--- src/rtl/divider_arbiter_pkg.sv ---
// Shared definitions for the divider arbiter: FSM state encoding, saturated
// result constant and requester IDs.
package div_arb_pkg;

    typedef enum logic [1:0] {
        IDLE    = 2'd0,
        ISSUE   = 2'd1,
        WAIT    = 2'd2,
        DELIVER = 2'd3
    } state_t;

    localparam logic [31:0] RESULT_SAT = 32'hFFFF_FFFF;

    localparam logic REQ_FREQ = 1'b0;
    localparam logic REQ_PER  = 1'b1;

endpackage

--- src/rtl/divider_arbiter_if.sv ---
// Requester and divider handshake bundle. The arbiter uses the master view;
// requesters and the divider together see the slave view.
interface divider_arbiter_if #(
    parameter int DATA_W = 32
);
    logic              freq_req;
    logic [DATA_W-1:0] freq_period;
    logic              freq_ack;
    logic [DATA_W-1:0] freq_result;
    logic              freq_valid;

    logic              per_req;
    logic [DATA_W-1:0] per_period;
    logic              per_ack;
    logic [DATA_W-1:0] per_result;
    logic              per_valid;

    logic              div_start;
    logic [DATA_W-1:0] div_numerator;
    logic [DATA_W-1:0] div_divisor;
    logic [DATA_W-1:0] div_quotient;
    logic              div_done;

    modport master (
        input  freq_req, freq_period, per_req, per_period, div_quotient, div_done,
        output freq_ack, freq_result, freq_valid, per_ack, per_result, per_valid,
               div_start, div_numerator, div_divisor
    );

    modport slave (
        output freq_req, freq_period, per_req, per_period, div_quotient, div_done,
        input  freq_ack, freq_result, freq_valid, per_ack, per_result, per_valid,
               div_start, div_numerator, div_divisor
    );

endinterface

--- src/rtl/divider_arbiter_rr.sv ---
// Two-input round-robin grant: combinational choice, last-grant pointer
// updated when a transaction is delivered.
module rr_arbiter_2
    import div_arb_pkg::*;
(
    input  logic       clk,
    input  logic       rst_n,
    input  logic [1:0] req,
    input  logic       update,
    input  logic       served_id,
    output logic       grant_id,
    output logic       grant_any
);

    logic last_reg;

    // On a tie the requester that was not served last wins.
    always_comb begin
        grant_any = |req;
        if (req == 2'b11) begin
            grant_id = ~last_reg;
        end else if (req[REQ_FREQ]) begin
            grant_id = REQ_FREQ;
        end else begin
            grant_id = REQ_PER;
        end
    end

    always_ff @(posedge clk or posedge rst_n) begin
        if (rst_n) begin
            last_reg <= REQ_PER;
        end else if (update) begin
            last_reg <= served_id;
        end
    end

endmodule

--- src/rtl/divider_arbiter.sv ---
// Time-shares one iterative divider between a frequency and a period requester.
// Optional per-requester delivery counters: define DIV_ARB_STATS_EN.
module divider_arbiter
    import div_arb_pkg::*;
#(
    parameter int          DATA_W         = 32,
    parameter int unsigned FREQ_NUM       = 5000,
    parameter int unsigned PER_DIV        = 5000,
    parameter int unsigned TIMEOUT_CYCLES = 64
) (
    input  logic              clk,
    input  logic              rst_n,
    divider_arbiter_if.master bus,
    output logic              busy,
    output logic              timeout_err
`ifdef DIV_ARB_STATS_EN
    ,
    output logic [15:0]       freq_grants,
    output logic [15:0]       per_grants
`endif
);

    localparam int WD_W = $clog2(TIMEOUT_CYCLES + 1);
    localparam logic [DATA_W-1:0] SAT_VAL =
        DATA_W'({((DATA_W + 31) / 32){RESULT_SAT}});

    state_t            state_reg;
    logic              winner_reg;
    logic [DATA_W-1:0] num_reg;
    logic [DATA_W-1:0] div_reg;
    logic [DATA_W-1:0] pending_reg;
    logic [DATA_W-1:0] res_reg [2];
    logic [1:0]        ack_reg;
    logic [1:0]        valid_reg;
    logic              start_reg;
    logic              timeout_reg;
    logic [WD_W-1:0]   wd_reg;

    logic [1:0]        req_vec;
    logic              grant_id;
    logic              grant_any;
    logic              deliver;
    logic [DATA_W-1:0] grant_num;
    logic [DATA_W-1:0] grant_div;

    assign deliver = (state_reg == DELIVER);

    always_comb begin
        req_vec[REQ_FREQ] = bus.freq_req;
        req_vec[REQ_PER]  = bus.per_req;
        if (grant_id == REQ_FREQ) begin
            grant_num = DATA_W'(FREQ_NUM);
            grant_div = bus.freq_period;
        end else begin
            grant_num = bus.per_period;
            grant_div = DATA_W'(PER_DIV);
        end
    end

    rr_arbiter_2 u_rr (
        .clk       (clk),
        .rst_n     (rst_n),
        .req       (req_vec),
        .update    (deliver),
        .served_id (winner_reg),
        .grant_id  (grant_id),
        .grant_any (grant_any)
    );

    always_ff @(posedge clk or posedge rst_n) begin
        if (rst_n) begin
            state_reg   <= IDLE;
            winner_reg  <= REQ_FREQ;
            num_reg     <= '0;
            div_reg     <= '0;
            pending_reg <= '0;
            res_reg[0]  <= '0;
            res_reg[1]  <= '0;
            ack_reg     <= '0;
            valid_reg   <= '0;
            start_reg   <= 1'b0;
            timeout_reg <= 1'b0;
            wd_reg      <= '0;
        end else begin
            ack_reg   <= '0;
            valid_reg <= '0;
            start_reg <= 1'b0;
            unique case (state_reg)
                IDLE: begin
                    if (grant_any) begin
                        winner_reg        <= grant_id;
                        num_reg           <= grant_num;
                        div_reg           <= grant_div;
                        ack_reg[grant_id] <= 1'b1;
                        // A zero divisor never reaches the divider.
                        if (grant_div == '0) begin
                            pending_reg <= SAT_VAL;
                            state_reg   <= DELIVER;
                        end else begin
                            start_reg <= 1'b1;
                            state_reg <= ISSUE;
                        end
                    end
                end
                ISSUE: begin
                    wd_reg    <= '0;
                    state_reg <= WAIT;
                end
                WAIT: begin
                    if (bus.div_done) begin
                        pending_reg <= bus.div_quotient;
                        state_reg   <= DELIVER;
                    end else if (wd_reg == WD_W'(TIMEOUT_CYCLES - 1)) begin
                        pending_reg <= SAT_VAL;
                        timeout_reg <= 1'b1;
                        state_reg   <= DELIVER;
                    end else begin
                        wd_reg <= wd_reg + 1'b1;
                    end
                end
                DELIVER: begin
                    // Result and valid update together so a consumer never
                    // sees a new value without its strobe.
                    res_reg[winner_reg]   <= pending_reg;
                    valid_reg[winner_reg] <= 1'b1;
                    state_reg             <= IDLE;
                end
                default: state_reg <= IDLE;
            endcase
        end
    end

    assign busy            = (state_reg != IDLE);
    assign timeout_err     = timeout_reg;
    assign bus.freq_ack    = ack_reg[REQ_FREQ];
    assign bus.per_ack     = ack_reg[REQ_PER];
    assign bus.freq_valid  = valid_reg[REQ_FREQ];
    assign bus.per_valid   = valid_reg[REQ_PER];
    assign bus.freq_result = res_reg[REQ_FREQ];
    assign bus.per_result  = res_reg[REQ_PER];
    assign bus.div_start     = start_reg;
    assign bus.div_numerator = num_reg;
    assign bus.div_divisor   = div_reg;

`ifdef DIV_ARB_STATS_EN
    for (genvar gi = 0; gi < 2; gi++) begin : g_stats
        logic [15:0] cnt_reg;
        always_ff @(posedge clk or posedge rst_n) begin
            if (rst_n) begin
                cnt_reg <= '0;
            end else if (deliver && winner_reg == 1'(gi) && cnt_reg != 16'hFFFF) begin
                cnt_reg <= cnt_reg + 16'd1;
            end
        end
    end
    assign freq_grants = g_stats[0].cnt_reg;
    assign per_grants  = g_stats[1].cnt_reg;
`endif

endmodule

--- src/flat_wrapper.sv ---
// flat-port wrapper written by rule: the top's interface ports become plain ports
module divider_arbiter_flat import div_arb_pkg::*;
#(
    parameter int          DATA_W         = 32,
    parameter int unsigned FREQ_NUM       = 5000,
    parameter int unsigned PER_DIV        = 5000,
    parameter int unsigned TIMEOUT_CYCLES = 64
)
  (clk, rst_n, busy, timeout_err, bus_freq_req, bus_freq_period, bus_per_req, bus_per_period, bus_div_quotient, bus_div_done, bus_freq_ack, bus_freq_result, bus_freq_valid, bus_per_ack, bus_per_result, bus_per_valid, bus_div_start, bus_div_numerator, bus_div_divisor);
  divider_arbiter_if #(.DATA_W(DATA_W)) bus_i ();
  input  logic clk;
  input  logic rst_n;
  output logic busy;
  output logic timeout_err;
  input wire logic [$bits(bus_i.freq_req)-1:0] bus_freq_req;
  input wire logic [$bits(bus_i.freq_period)-1:0] bus_freq_period;
  input wire logic [$bits(bus_i.per_req)-1:0] bus_per_req;
  input wire logic [$bits(bus_i.per_period)-1:0] bus_per_period;
  input wire logic [$bits(bus_i.div_quotient)-1:0] bus_div_quotient;
  input wire logic [$bits(bus_i.div_done)-1:0] bus_div_done;
  output wire logic [$bits(bus_i.freq_ack)-1:0] bus_freq_ack;
  output wire logic [$bits(bus_i.freq_result)-1:0] bus_freq_result;
  output wire logic [$bits(bus_i.freq_valid)-1:0] bus_freq_valid;
  output wire logic [$bits(bus_i.per_ack)-1:0] bus_per_ack;
  output wire logic [$bits(bus_i.per_result)-1:0] bus_per_result;
  output wire logic [$bits(bus_i.per_valid)-1:0] bus_per_valid;
  output wire logic [$bits(bus_i.div_start)-1:0] bus_div_start;
  output wire logic [$bits(bus_i.div_numerator)-1:0] bus_div_numerator;
  output wire logic [$bits(bus_i.div_divisor)-1:0] bus_div_divisor;
  assign bus_i.freq_req = bus_freq_req;
  assign bus_i.freq_period = bus_freq_period;
  assign bus_i.per_req = bus_per_req;
  assign bus_i.per_period = bus_per_period;
  assign bus_i.div_quotient = bus_div_quotient;
  assign bus_i.div_done = bus_div_done;
  assign bus_freq_ack = bus_i.freq_ack;
  assign bus_freq_result = bus_i.freq_result;
  assign bus_freq_valid = bus_i.freq_valid;
  assign bus_per_ack = bus_i.per_ack;
  assign bus_per_result = bus_i.per_result;
  assign bus_per_valid = bus_i.per_valid;
  assign bus_div_start = bus_i.div_start;
  assign bus_div_numerator = bus_i.div_numerator;
  assign bus_div_divisor = bus_i.div_divisor;
  divider_arbiter #(.DATA_W(DATA_W), .FREQ_NUM(FREQ_NUM), .PER_DIV(PER_DIV), .TIMEOUT_CYCLES(TIMEOUT_CYCLES)) u_core (.clk(clk), .rst_n(rst_n), .bus(bus_i), .busy(busy), .timeout_err(timeout_err));
endmodule
--- config.mk ---
export PLATFORM = sky130hd
export DESIGN_NAME = divider_arbiter_flat
export DESIGN_NICKNAME = d
export VERILOG_FILES = /design/src/rtl/divider_arbiter_pkg.sv /design/src/rtl/divider_arbiter_if.sv /design/src/rtl/divider_arbiter_rr.sv /design/src/rtl/divider_arbiter.sv /design/src/flat_wrapper.sv
export SDC_FILE = /design/constraint.sdc
export NUM_CORES = 1
export LEC_CHECK = 0
export ABC_AREA = 1
export CAP_MARGIN = 20
export CORE_ASPECT_RATIO = 0.6
export CORE_MARGIN = 2
export CORE_UTILIZATION = 42
export CTS_CLUSTER_DIAMETER = 200
export DETAILED_ROUTE_END_ITERATION = 10
export PLACE_DENSITY = 0.74
export SLEW_MARGIN = 20
export SYNTH_ARGS = -nofsm -noshare
export SYNTH_HDL_FRONTEND = slang
export SYNTH_SLANG_ARGS = --single-unit
--- constraint.sdc ---
create_clock -name clk -period 14.5 [get_ports clk]
set_input_delay 2.9 -clock clk [delete_from_list [all_inputs] [get_ports clk]]
set_output_delay 2.9 -clock clk [all_outputs]
set_load 0.1 [all_outputs]
# Word level (Yosys, flattened, before mapping)
# Index checks and enable logic that the tools add are counted.
op_classes:
  eq_ne: 10
  mux: 30
  shift: 0
  n_lt_le_gt_ge: 6
  n_reduce_logical: 14
  n_addsub: 1
  n_mul: 0
  bitwise: 3
  div_mod_pow: 0
op_table:
  columns: ["op", "count"]
  rows:
  - ["32-bit 2-to-1 mux", 7]
  - ["64-bit bitwise mux", 1]
  - ["32-bit case mux with 2 select lines", 1]
  - ["32-bit demux with 1-bit select", 1]
  - ["32-bit logical NOT", 1]
  - ["2-bit 2-to-1 mux", 7]
  - ["7-bit 2-to-1 mux", 2]
  - ["7-bit case mux with 2 select lines", 1]
  - ["2-bit case mux with 4 select lines", 1]
  - ["7-bit by 1-bit adder with 7-bit output, second input constant", 1]
  - ["7-bit by 6-bit == test with 1-bit output, second input constant", 1]
  - ["1-bit 2-to-1 mux", 7]
  - ["2-bit == test, second input constant", 3]
  - ["3-bit AND reduction", 2]
  - ["2-bit nonzero test", 3]
  - ["1-bit by 2-bit < comparator with 1-bit output, second input constant", 2]
  - ["2-bit by 1-bit inequality test with 1-bit output, second input constant", 2]
  - ["2-bit inequality test, second input constant", 2]
  - ["2-bit AND reduction", 2]
  - ["4-bit AND reduction", 1]
  - ["1-bit logical AND", 3]
  - ["3-bit by 2-bit inequality test with 1-bit output, second input constant", 1]
  - ["1-bit demux with 1-bit select", 2]
  - ["2-bit by 1-bit == test with 1-bit output, second input constant", 1]
  - ["7 further kinds", 9]
totals:
  ff_bits: 177
  latch_bits: 0
  memories: 0
  ramBits: 0
  rom_bits: 0
  elab_cells: 77

# Depth between registers and ports, before layout
# Gate-level depths: netlist of run 1.
depth:
  word_depth: 8
  ltp_mapped: 12
  mapped_depth_nobuf: 11

# Hierarchy
# A second synthesis of run 1 with hierarchy kept.
unflattened:
  cells_unflattened: 732
  area_unflattened_um2: 7158.1
modules_own_cells:
  columns: ["module", "seq_area_each_um2", "area_each_um2", "cells_per_inst", "n_inst"]
  rows:
  - ["divider_arbiter", 4404.2, 7095.6, 722, 1]
  - ["rr_arbiter_2", 26.3, 62.6, 10, 1]

# Least setup slack after synthesis of run 1
# No wires, ideal clock.
synth_path:
  path_kind: "input-to-reg"
  from: "input port bus_freq_req"
  to: "register u_core.pending_reg[29]"
  path_slack_ns: 10.435
  required_time_ns: 14.383
  setup_time_ns: 0.117
  n_path_buf: 2
  stages: 11
  arrival_ns: 3.948
  cell_sequence: "inv_1 -> a21oi_2 -> buf_4 -> nand4_1 -> nor2_1 -> nand3_1 -> nand2_2 -> nand2_4 -> buf_6 -> nand2_1 -> nand2_1"
synth_via:
  elab_chain_len: 6
  word_cells_on_any_way: 9
  classes_between: "eq/ne: 3; mux: 3; reduce/logical: 3"
synth_rtl:
  columns: ["item", "line_no", "text"]
  rows:
  - ["start, declared", "flat_wrapper.sv:15", "input wire logic [$bits(bus_i.freq_req)-1:0] bus_freq_req;"]
  - ["2-bit == test or 1-bit 2-to-1 mux (tied branches)", "divider_arbiter_rr.sv:20, divider_arbiter_rr.sv:22", null]
  - ["1-bit 2-to-1 mux", "divider_arbiter_rr.sv:20", "if (req == 2'b11) begin"]
  - ["32-bit 2-to-1 mux", "divider_arbiter.sv:51", "if (grant_id == REQ_FREQ) begin"]
  - ["32-bit logical NOT", "divider_arbiter.sv:96", "if (grant_div == '0) begin"]
  - ["2-bit by 1-bit inequality test with 1-bit output (no line)", null, null]
  - ["4-bit AND reduction (no line) (*)", null, null]
  - ["end signal, assigned", "divider_arbiter.sv:111", "pending_reg <= bus.div_quotient;"]
  - ["end, declared", "divider_arbiter.sv:31", "logic [DATA_W-1:0] pending_reg;"]
# Mark *: on every way between the ends. The rest lies on a longest branch, timed or not.
# A chain may end at the register's enable or synchronous reset.

# Worst setup path after layout of run 1
layout_path:
  from: "input port bus_freq_req"
  to: "register u_core.pending_reg[26]"
# The elaborated chain is that of the path after synthesis.

==> impl_metrics.env, run 1 <==
export IMPL_portBuffers=235
export IMPL_drive_gt1_share_pct=8.28
export IMPL_die_h_um=105
export IMPL_cts_made_buffers=17
export IMPL_layout_worst_path_cycle_share_pct=37.3
export IMPL_cts_hold_buf=0
export IMPL_die_x_um=172
export IMPL_clock_sinks=177
export IMPL_pre_cts_slack_ns=8.38
export IMPL_h_tree_depth=4
export IMPL_grt_ovfl_total=0
export IMPL_arrival_ns=5.71
export IMPL_grt_setup_unrepaired="no"
export IMPL_min_period_ns=5.40
export IMPL_fin_worst_skew_ns=0.0116
export IMPL_synth_edff_count=0
export IMPL_nNetsFinal=1047
export IMPL_hold_viol=0
export IMPL_synth_cell_types=33
export IMPL_ys_warn_count=0
export IMPL_drt_wirelength_per_cell_um=15.7
export IMPL_io_pins=236
export IMPL_setup_violations=0
export IMPL_antenna_cells=0
export IMPL_setup_tns_ns=0
export IMPL_syn_to_final_growth_pct=42.5
export IMPL_critical_path_slowest_cell="a21oi_4"
export IMPL_ant_nets=0
export IMPL_max_stage_delay_ns=0.57
export IMPL_cts_buffer_depth=2
export IMPL_gp_congestion=0.789
export IMPL_cp_end_kind="flop"
export IMPL_crit_top_cell="nand2_1"
export IMPL_async_flop_share_pct=100
export IMPL_clk_latency_ns=0.42
export IMPL_multiInputGateArea_um2=2290
export IMPL_final_cell_area_um2=10200
export IMPL_regArea_um2=4430
export IMPL_via_per_inst=4.86
export IMPL_postCtsSetupBuffers=0
export IMPL_start_util_pct=43.5
export IMPL_start_kind="input port"
export IMPL_dp_hpwl_um=12600
export IMPL_cts_tree="done"
export IMPL_maxSlewViolCount=0
export IMPL_yosys_register_bits=177
export IMPL_hold_class="flop to flop"
export IMPL_ys_dominant_reg_cell="dfrtp_1"
export IMPL_layout_commonest_cell="clkdlybuf4s50_1"
export IMPL_layout_common_cells="clkdlybuf4s50_1 (235), nand2_1 (188), dfrtp_1 (176)"
export IMPL_critical_path_class="input port to flop"
export IMPL_fin_util_pct=61.9
export IMPL_drt_first_pass_iters=5
export IMPL_syn_area_um2=7120
export IMPL_grt_pass1_wl_um=29800
export IMPL_rows=36
export IMPL_required_ns=14.80
export IMPL_worst_slew_pin_transition_ns=1.04
export IMPL_dieArea_um2=18100
export IMPL_cts_resized_gates=0
export IMPL_grt_max_degree=72
export IMPL_layout_setup_ws_ns=9.10
export IMPL_cp_max_fo=35
export IMPL_drc=0
export IMPL_status="finished, final reports clean"
export IMPL_grt_util_all_layers_pct=21.1
export IMPL_seq_area_frac_synth_pct=62.2
export IMPL_vias=5750
export IMPL_drt_wl_total_um=18500
export IMPL_grt_pass1_vias=5649
export IMPL_fmax_mhz=185
export IMPL_design_core_area_um2=16400
export IMPL_drt_iter0_drc=339
export IMPL_antenna_found_initial=0
export IMPL_max_slew_margin_rel_pct=30.3
export IMPL_synth_nets=831
export IMPL_cap_violations=0
export IMPL_place_area_um2=9580
export IMPL_fillers=1388
export IMPL_cts_clk_slew_worst_paths_ns=0.07
export IMPL_synthCells=725
export IMPL_avgSynthCellArea_um2=9.83
export IMPL_clock_root_buffer="clkbuf_16"
export IMPL_worstPathCellList="clkdlybuf4s50_1, inv_1, a21oi_4, nand4_1, nor2_1, nand3_1, nand2_2, nand2_4, nand2_1, nand2_1"
through the flow:
step,hold slack (ns),instances
final,0.471,1182
after global placement,0.455,1150
after global routing,0.497,1182
after detailed placement,0.458,1150
after floorplan,0.442,725
after CTS,0.476,1182
worst max-delay path: cells and delay by family:
family / cells / cell delay [ns]
simple gates: 7 / 1.64
buf+inv: 2 / 0.58
compound gates: 1 / 0.57
worst paths after layout:
check                                            from                      endpoint  slack (ns)  depth (start not counted)
worst max-delay path                     bus_freq_req        u_core.pending_reg[26]        9.10                         10
worst min register to register  u_core.pending_reg[5]         u_core.pending_reg[5]        0.47                          2
min in group asynchronous                       rst_n  u_core.bus.div_numerator[26]        2.91                          2
worst max register to register   u_core.u_rr.last_reg        u_core.pending_reg[26]       11.51                          9
worst min-delay path            u_core.pending_reg[5]         u_core.pending_reg[5]        0.47                          2
max in group asynchronous                       rst_n              u_core.wd_reg[5]        9.69                          4
cells in the mapped netlist (5+ instances only):
cell type,count,share of area [%]
o21ai_0,79,5.5
nand3_1,59,4.1
clkbuf_1,24,1.3
dfrtp_1,176,62
a22o_1,32,3.9
buf_4,7,0.74
nand2_1,190,10
o22a_1,7,0.86
ha_1,5,0.88
or2_2,32,2.8
nor2_1,22,1.2
inv_1,56,3.0
area by class of cell:
type / instances / share of cell area (%)
Clock buffer: 19 / 4.26
Clock inverter: 13 / 1.20
Inverter: 60 / 2.27
Multi-Input combinational cell: 448 / 22.5
Sequential cell: 177 / 43.6
Tap cell: 228 / 2.81
Timing Repair Buffer: 237 / 23.3
layer usage:
layer  GRT usage [%]  part of all wire, %
met5               0                    0
met3            5.80                  7.2
met2            30.5                   43
met4            4.08                 0.77
met1            32.1                   49
logic make-up (layout without fill, tap and decap cells):
| kind of cell | count (synthesis) | in the layout | synth area share, % |
|---|---|---|---|
| simple gates | 311 | 311 | 19.0 |
| flops | 177 | 177 | 62.2 |
| compound gates | 130 | 130 | 11.7 |
| buf+inv | 100 | 329 | 6.02 |
| fa+ha+maj | 5 | 5 | 0.878 |
| xor+xnor | 2 | 2 | 0.246 |
Power of run 1 is not shown: default switching activity piles up to over one toggle a cycle in this logic, so the estimate is an artifact.
==> inputs of run 2 (changes only) <==
Settings changed: CORE_UTILIZATION 42 to 41, PLACE_DENSITY 0.74 to 0.76.
Clock period 14.5 ns to 4.4 ns, I/O delays scaled along.
==> run 2 against run 1 <==
Register-to-register slack lost 9.6 ns. Hold slack better by 0.00081 ns. Non-clock buffer count rose by 4. Global-route usage up 0.20 points. Worst setup slack worse by 8.1 ns. Critical path type is now flop to output port. Largest cell class unchanged. Highest routed layer unchanged.
==> impl_metrics.env, run 2 (synthesized netlist as in run 1, its figures left out) <==
export IMPL_fin_util_pct=60.1
export IMPL_required_ns=3.52
export IMPL_critPathCapture="busy"
export IMPL_maxSlewViolCount=0
export IMPL_min_period_ns=3.41
export IMPL_nNetsFinal=1051
export IMPL_start_util_pct=41.7
export IMPL_clock_root_buffer="clkbuf_16"
export IMPL_drt_wirelength_per_cell_um=15.8
export IMPL_hold_viol=0
export IMPL_die_x_um=174
export IMPL_drc=0
export IMPL_critical_path_slowest_cell="clkdlybuf4s50_1"
export IMPL_cts_clk_slew_worst_paths_ns=0.07
export IMPL_cts_hold_buf=0
export IMPL_layout_worst_path_cycle_share_pct=77.5
export IMPL_fmax_mhz=293
export IMPL_setup_violations=0
export IMPL_max_slew_margin_rel_pct=29.3
export IMPL_max_stage_delay_ns=1.22
export IMPL_clock_sinks=177
export IMPL_drt_wl_total_um=18900
export IMPL_cts_buffer_depth=2
export IMPL_grt_ovfl_total=0
export IMPL_rows=37
export IMPL_setup_tns_ns=0
export IMPL_grt_pass1_vias=5940
export IMPL_r2r_start="u_core.u_rr.last_reg"
export IMPL_cts_made_buffers=17
export IMPL_grt_max_degree=76
export IMPL_drive_gt1_share_pct=8.77
export IMPL_grt_util_all_layers_pct=21.3
export IMPL_reg2regPathDepth=10
export IMPL_gp_congestion=0.820
export IMPL_layout_common_cells="clkdlybuf4s50_1 (235), nand2_1 (188), dfrtp_1 (176)"
export IMPL_hold_class="flop to flop"
export IMPL_critical_path_class="flop to output port"
export IMPL_portBuffers=235
export IMPL_cap_violations=0
export IMPL_fin_worst_skew_ns=0.0113
export IMPL_worst_slew_pin_transition_ns=1.06
export IMPL_h_tree_depth=4
export IMPL_r2r_end="u_core.pending_reg[15]"
export IMPL_clk_latency_ns=0.42
export IMPL_die_h_um=106
export IMPL_grt_pass1_wl_um=31000
export IMPL_dp_hpwl_um=12900
export IMPL_status="finished, final reports clean"
export IMPL_syn_to_final_growth_pct=44.0
export IMPL_io_pins=236
export IMPL_antenna_found_initial=2
export IMPL_drt_first_pass_iters=5
export IMPL_grt_setup_unrepaired="no"
export IMPL_vias=5797
export IMPL_cts_resized_gates=0
export IMPL_min_from="u_core.pending_reg[30]"
export IMPL_drt_iter0_drc=422
export IMPL_cp_max_fo=4
export IMPL_dieArea_um2=18500
export IMPL_ant_nets=0
export IMPL_cp_end_kind="output port"
export IMPL_worstPathCellList="inv_1, ha_1, inv_2, clkdlybuf4s50_1"
export IMPL_arrival_ns=2.53
export IMPL_via_per_inst=4.86
export IMPL_rrSetupSlack_ns=1.90
export IMPL_cts_tree="done"
export IMPL_design_core_area_um2=17100
export IMPL_start_kind="flop"
export IMPL_postCtsSetupBuffers=0
export IMPL_crit_path_start="u_core.state_reg[0]"
export IMPL_layout_commonest_cell="clkdlybuf4s50_1"
-- run 2: cell types whose count changed in the layout (fill, tap and decap cells not counted), sizes merged --
cell	before	now
clkbuf	19	18
clkinvlp	1	2
buf	2	6
bufinv	0	1
inv	66	65
diode	0	2
-- run 2: metal layers --
metal	vias up	share of wire (%)	global-route usage (%)
met1	2803	49	30.7
met5	-	0	0
li1	2793	-	-
met3	22	6.1	5.76
met4	0	1.8	6.60
met2	179	43	31.5
-- run 2: worst max-delay path, delay by kind of cell (launching register included) --
family                   cells  cell delay, ns
buffers and inverters        3            1.46
flip-flops                   1            0.38
adder cells (fa/ha/maj)      1            0.27
-- run 2: metrics by stage --
stage / area (µm²) / instances / hold slack, ns / setup slack (ns)
finish: 10300 / 1194 / 0.471 / 0.990
global route: 10300 / 1194 / 0.492 / 0.881
CTS: 10200 / 1192 / 0.476 / 0.976
detailed placement: 9640 / 1160 / 0.458 / 1.04
global placement: 9640 / 1160 / 0.456 / 1.18
floorplan: 7130 / 725 / 0.442 / 1.25
-- run 2: worst min-delay path by stage --
| stage | cells past startpoint | slack, ns | end |
|---|---|---|---|
| final | 2 | 0.47 | u_core.pending_reg[30] |
| after global routing | 2 | 0.49 | u_core.pending_reg[2] |
| after CTS | 2 | 0.48 | u_core.pending_reg[8] |
| after detailed placement | 2 | 0.46 | u_core.pending_reg[8] |
| after global placement | 2 | 0.46 | u_core.pending_reg[8] |
| after floorplan | 2 | 0.44 | u_core.pending_reg[0] |
-- run 2: final cells by class --
cell class                      instances  area (µm²)
Antenna cell                            2        5.00
Clock buffer                           18         429
Clock inverter                         14         170
Fill cell                            1425        6820
Inverter                               60         229
Multi-Input combinational cell        448        2280
Sequential cell                       177        4430
Tap cell                              234         293
Timing Repair Buffer                  241        2420
Power of run 2 is left out for the same reason.
==> inputs of run 3 (changes only) <==
Clock period 4.4 ns to 3.1 ns, I/O delays scaled along.
==> run 3 against run 2 <==
Die area unchanged. Global-route usage is 0.99 points lower. Register-to-register slack got worse by 1.5 ns. Flip-flop and latch count unchanged. Clock skew rose by 0.0022 ns.
==> impl_metrics.env, run 3 (synthesized netlist as in run 1, its figures left out) <==
export IMPL_antenna_found_initial=1
export IMPL_min_to="u_core.pending_reg[0]"
export IMPL_cts_resized_gates=0
export IMPL_crit_top_cell="nand2_1"
export IMPL_cts_hold_buf=0
export IMPL_via_per_inst=4.80
export IMPL_gp_congestion=0.810
export IMPL_fmax_mhz=364
export IMPL_required_ns=3.41
export IMPL_max_slew_margin_rel_pct=35.6
export IMPL_setup_tns_ns=0
export IMPL_drt_wl_total_um=18200
export IMPL_hold_ws_ns=0.473
export IMPL_layout_common_cells="nand2_1 (188), dfrtp_1 (176), buf_4 (144)"
export IMPL_vias=5764
export IMPL_grt_setup_unrepaired="no"
export IMPL_die_x_um=174
export IMPL_r2r_end="u_core.pending_reg[27]"
export IMPL_critical_path_class="flop to flop"
export IMPL_clock_root_buffer="clkbuf_16"
export IMPL_dieArea_um2=18500
export IMPL_grt_pass1_vias=5682
export IMPL_clk_latency_ns=0.43
export IMPL_cp_end_kind="flop"
export IMPL_drt_iter0_drc=406
export IMPL_cts_tree="done"
export IMPL_io_pins=236
export IMPL_max_stage_delay_ns=0.75
export IMPL_r2r_start="u_core.state_reg[0]"
export IMPL_drt_first_pass_iters=5
export IMPL_start_util_pct=41.7
export IMPL_start_kind="flop"
export IMPL_h_tree_depth=4
export IMPL_cp_num_buf_inv=2
export IMPL_worst_slew_pin_transition_ns=0.963
export IMPL_portBuffers=235
export IMPL_ant_nets=0
export IMPL_status="finished, final reports clean"
export IMPL_worstPathCellList="inv_1, ha_1, inv_1, nor2_1, o21ai_2, nand2_1, a21oi_4, nand2_4, nand2_1, nand2_1"
export IMPL_min_from="u_core.pending_reg[0]"
export IMPL_layout_worst_path_cycle_share_pct=88.6
export IMPL_fin_worst_skew_ns=0.0135
export IMPL_dp_hpwl_um=12700
export IMPL_hold_depth=2
export IMPL_critical_path_slowest_cell="a21oi_4"
export IMPL_syn_to_final_growth_pct=40.2
export IMPL_rows=37
export IMPL_setup_violations=0
export IMPL_rrSetupSlack_ns=0.35
export IMPL_grt_max_degree=88
export IMPL_drive_gt1_share_pct=23.4
export IMPL_arrival_ns=3.05
export IMPL_nNetsFinal=1058
export IMPL_cp_top_family="simple AND/OR/NAND/NOR gates"
export IMPL_drc=0
export IMPL_min_period_ns=2.75
export IMPL_die_h_um=106
export IMPL_grt_ovfl_total=0
export IMPL_layout_commonest_cell="nand2_1"
export IMPL_grt_pass1_wl_um=29700
export IMPL_maxSlewViolCount=0
export IMPL_postCtsSetupBuffers=0
export IMPL_hold_viol=0
export IMPL_hold_class="flop to flop"
export IMPL_cts_clk_slew_worst_paths_ns=0.07
export IMPL_cap_violations=0
export IMPL_cts_buffer_depth=2
export IMPL_design_core_area_um2=17100
export IMPL_reg2regPathDepth=10
export IMPL_cp_max_fo=34
export IMPL_clock_sinks=177
export IMPL_cts_made_buffers=17
export IMPL_grt_util_all_layers_pct=20.4
export IMPL_drt_wirelength_per_cell_um=15.2
==> run 3: metal layers <==
metal	up-vias	wire length, µm	global-route usage (%)	share of wire (%)
li1	2811	-	-	-
met3	12	1100	5.58	6.1
met1	2761	9150	30.1	50
met4	0	165	5.58	0.91
met2	180	7810	29.4	43
met5	-	0	0	0
==> run 3: area by class of cell <==
type | count | area [µm²]
multi-input cells | 448 | 2270
clock inverters | 14 | 173
inverters | 60 | 229
clock buffers | 18 | 429
diodes | 1 | 2.50
fillers | 1463 | 7090
repair buffers | 248 | 2160
well taps | 234 | 293
flip-flops and latches | 177 | 4430
==> run 3: worst max path at each step <==
| stage | startpoint | endpoint | slack [ns] | cells past startpoint |
|---|---|---|---|---|
| 3_5_place_dp | bus_div_done | u_core.pending_reg[27] | 0.09 | 8 |
| 6_report | u_core.state_reg[0] | u_core.pending_reg[27] | 0.35 | 10 |
| 4_1_cts | u_core.state_reg[0] | u_core.pending_reg[27] | 0.31 | 10 |
| 2_1_floorplan | rst_n | u_core.ack_reg[0] | 0.21 | 1 |
| 5_1_grt | u_core.state_reg[0] | u_core.pending_reg[4] | 0.06 | 10 |
| 3_3_place_gp | bus_div_done | u_core.pending_reg[10] | 0.1 | 8 |
==> run 3: through the flow <==
step | utilization (%) | area [µm²] | setup slack [ns] | std cells
2_1_floorplan | - | 7130 | 0.214 | 725
3_3_place_gp | 54.9 | 9380 | 0.0974 | 1167
3_5_place_dp | 54.9 | 9380 | 0.0867 | 1167
4_1_cts | 58.5 | 9990 | 0.306 | 1199
5_1_grt | 58.5 | 9990 | 0.0589 | 1200
6_report | 58.5 | 9990 | 0.354 | 1200
==> run 3: worst reg2reg max path, stage by stage (launching register included) <==
cell and delay (ns):
dfrtp_1 0.39, inv_1 0.09, ha_1 0.26, inv_1 0.16, nor2_1 0.10, o21ai_2 0.09, nand2_1 0.14, a21oi_4 0.75
nand2_4 0.41, nand2_1 0.18, nand2_1 0.06
Power of run 3 is left out for the same reason.
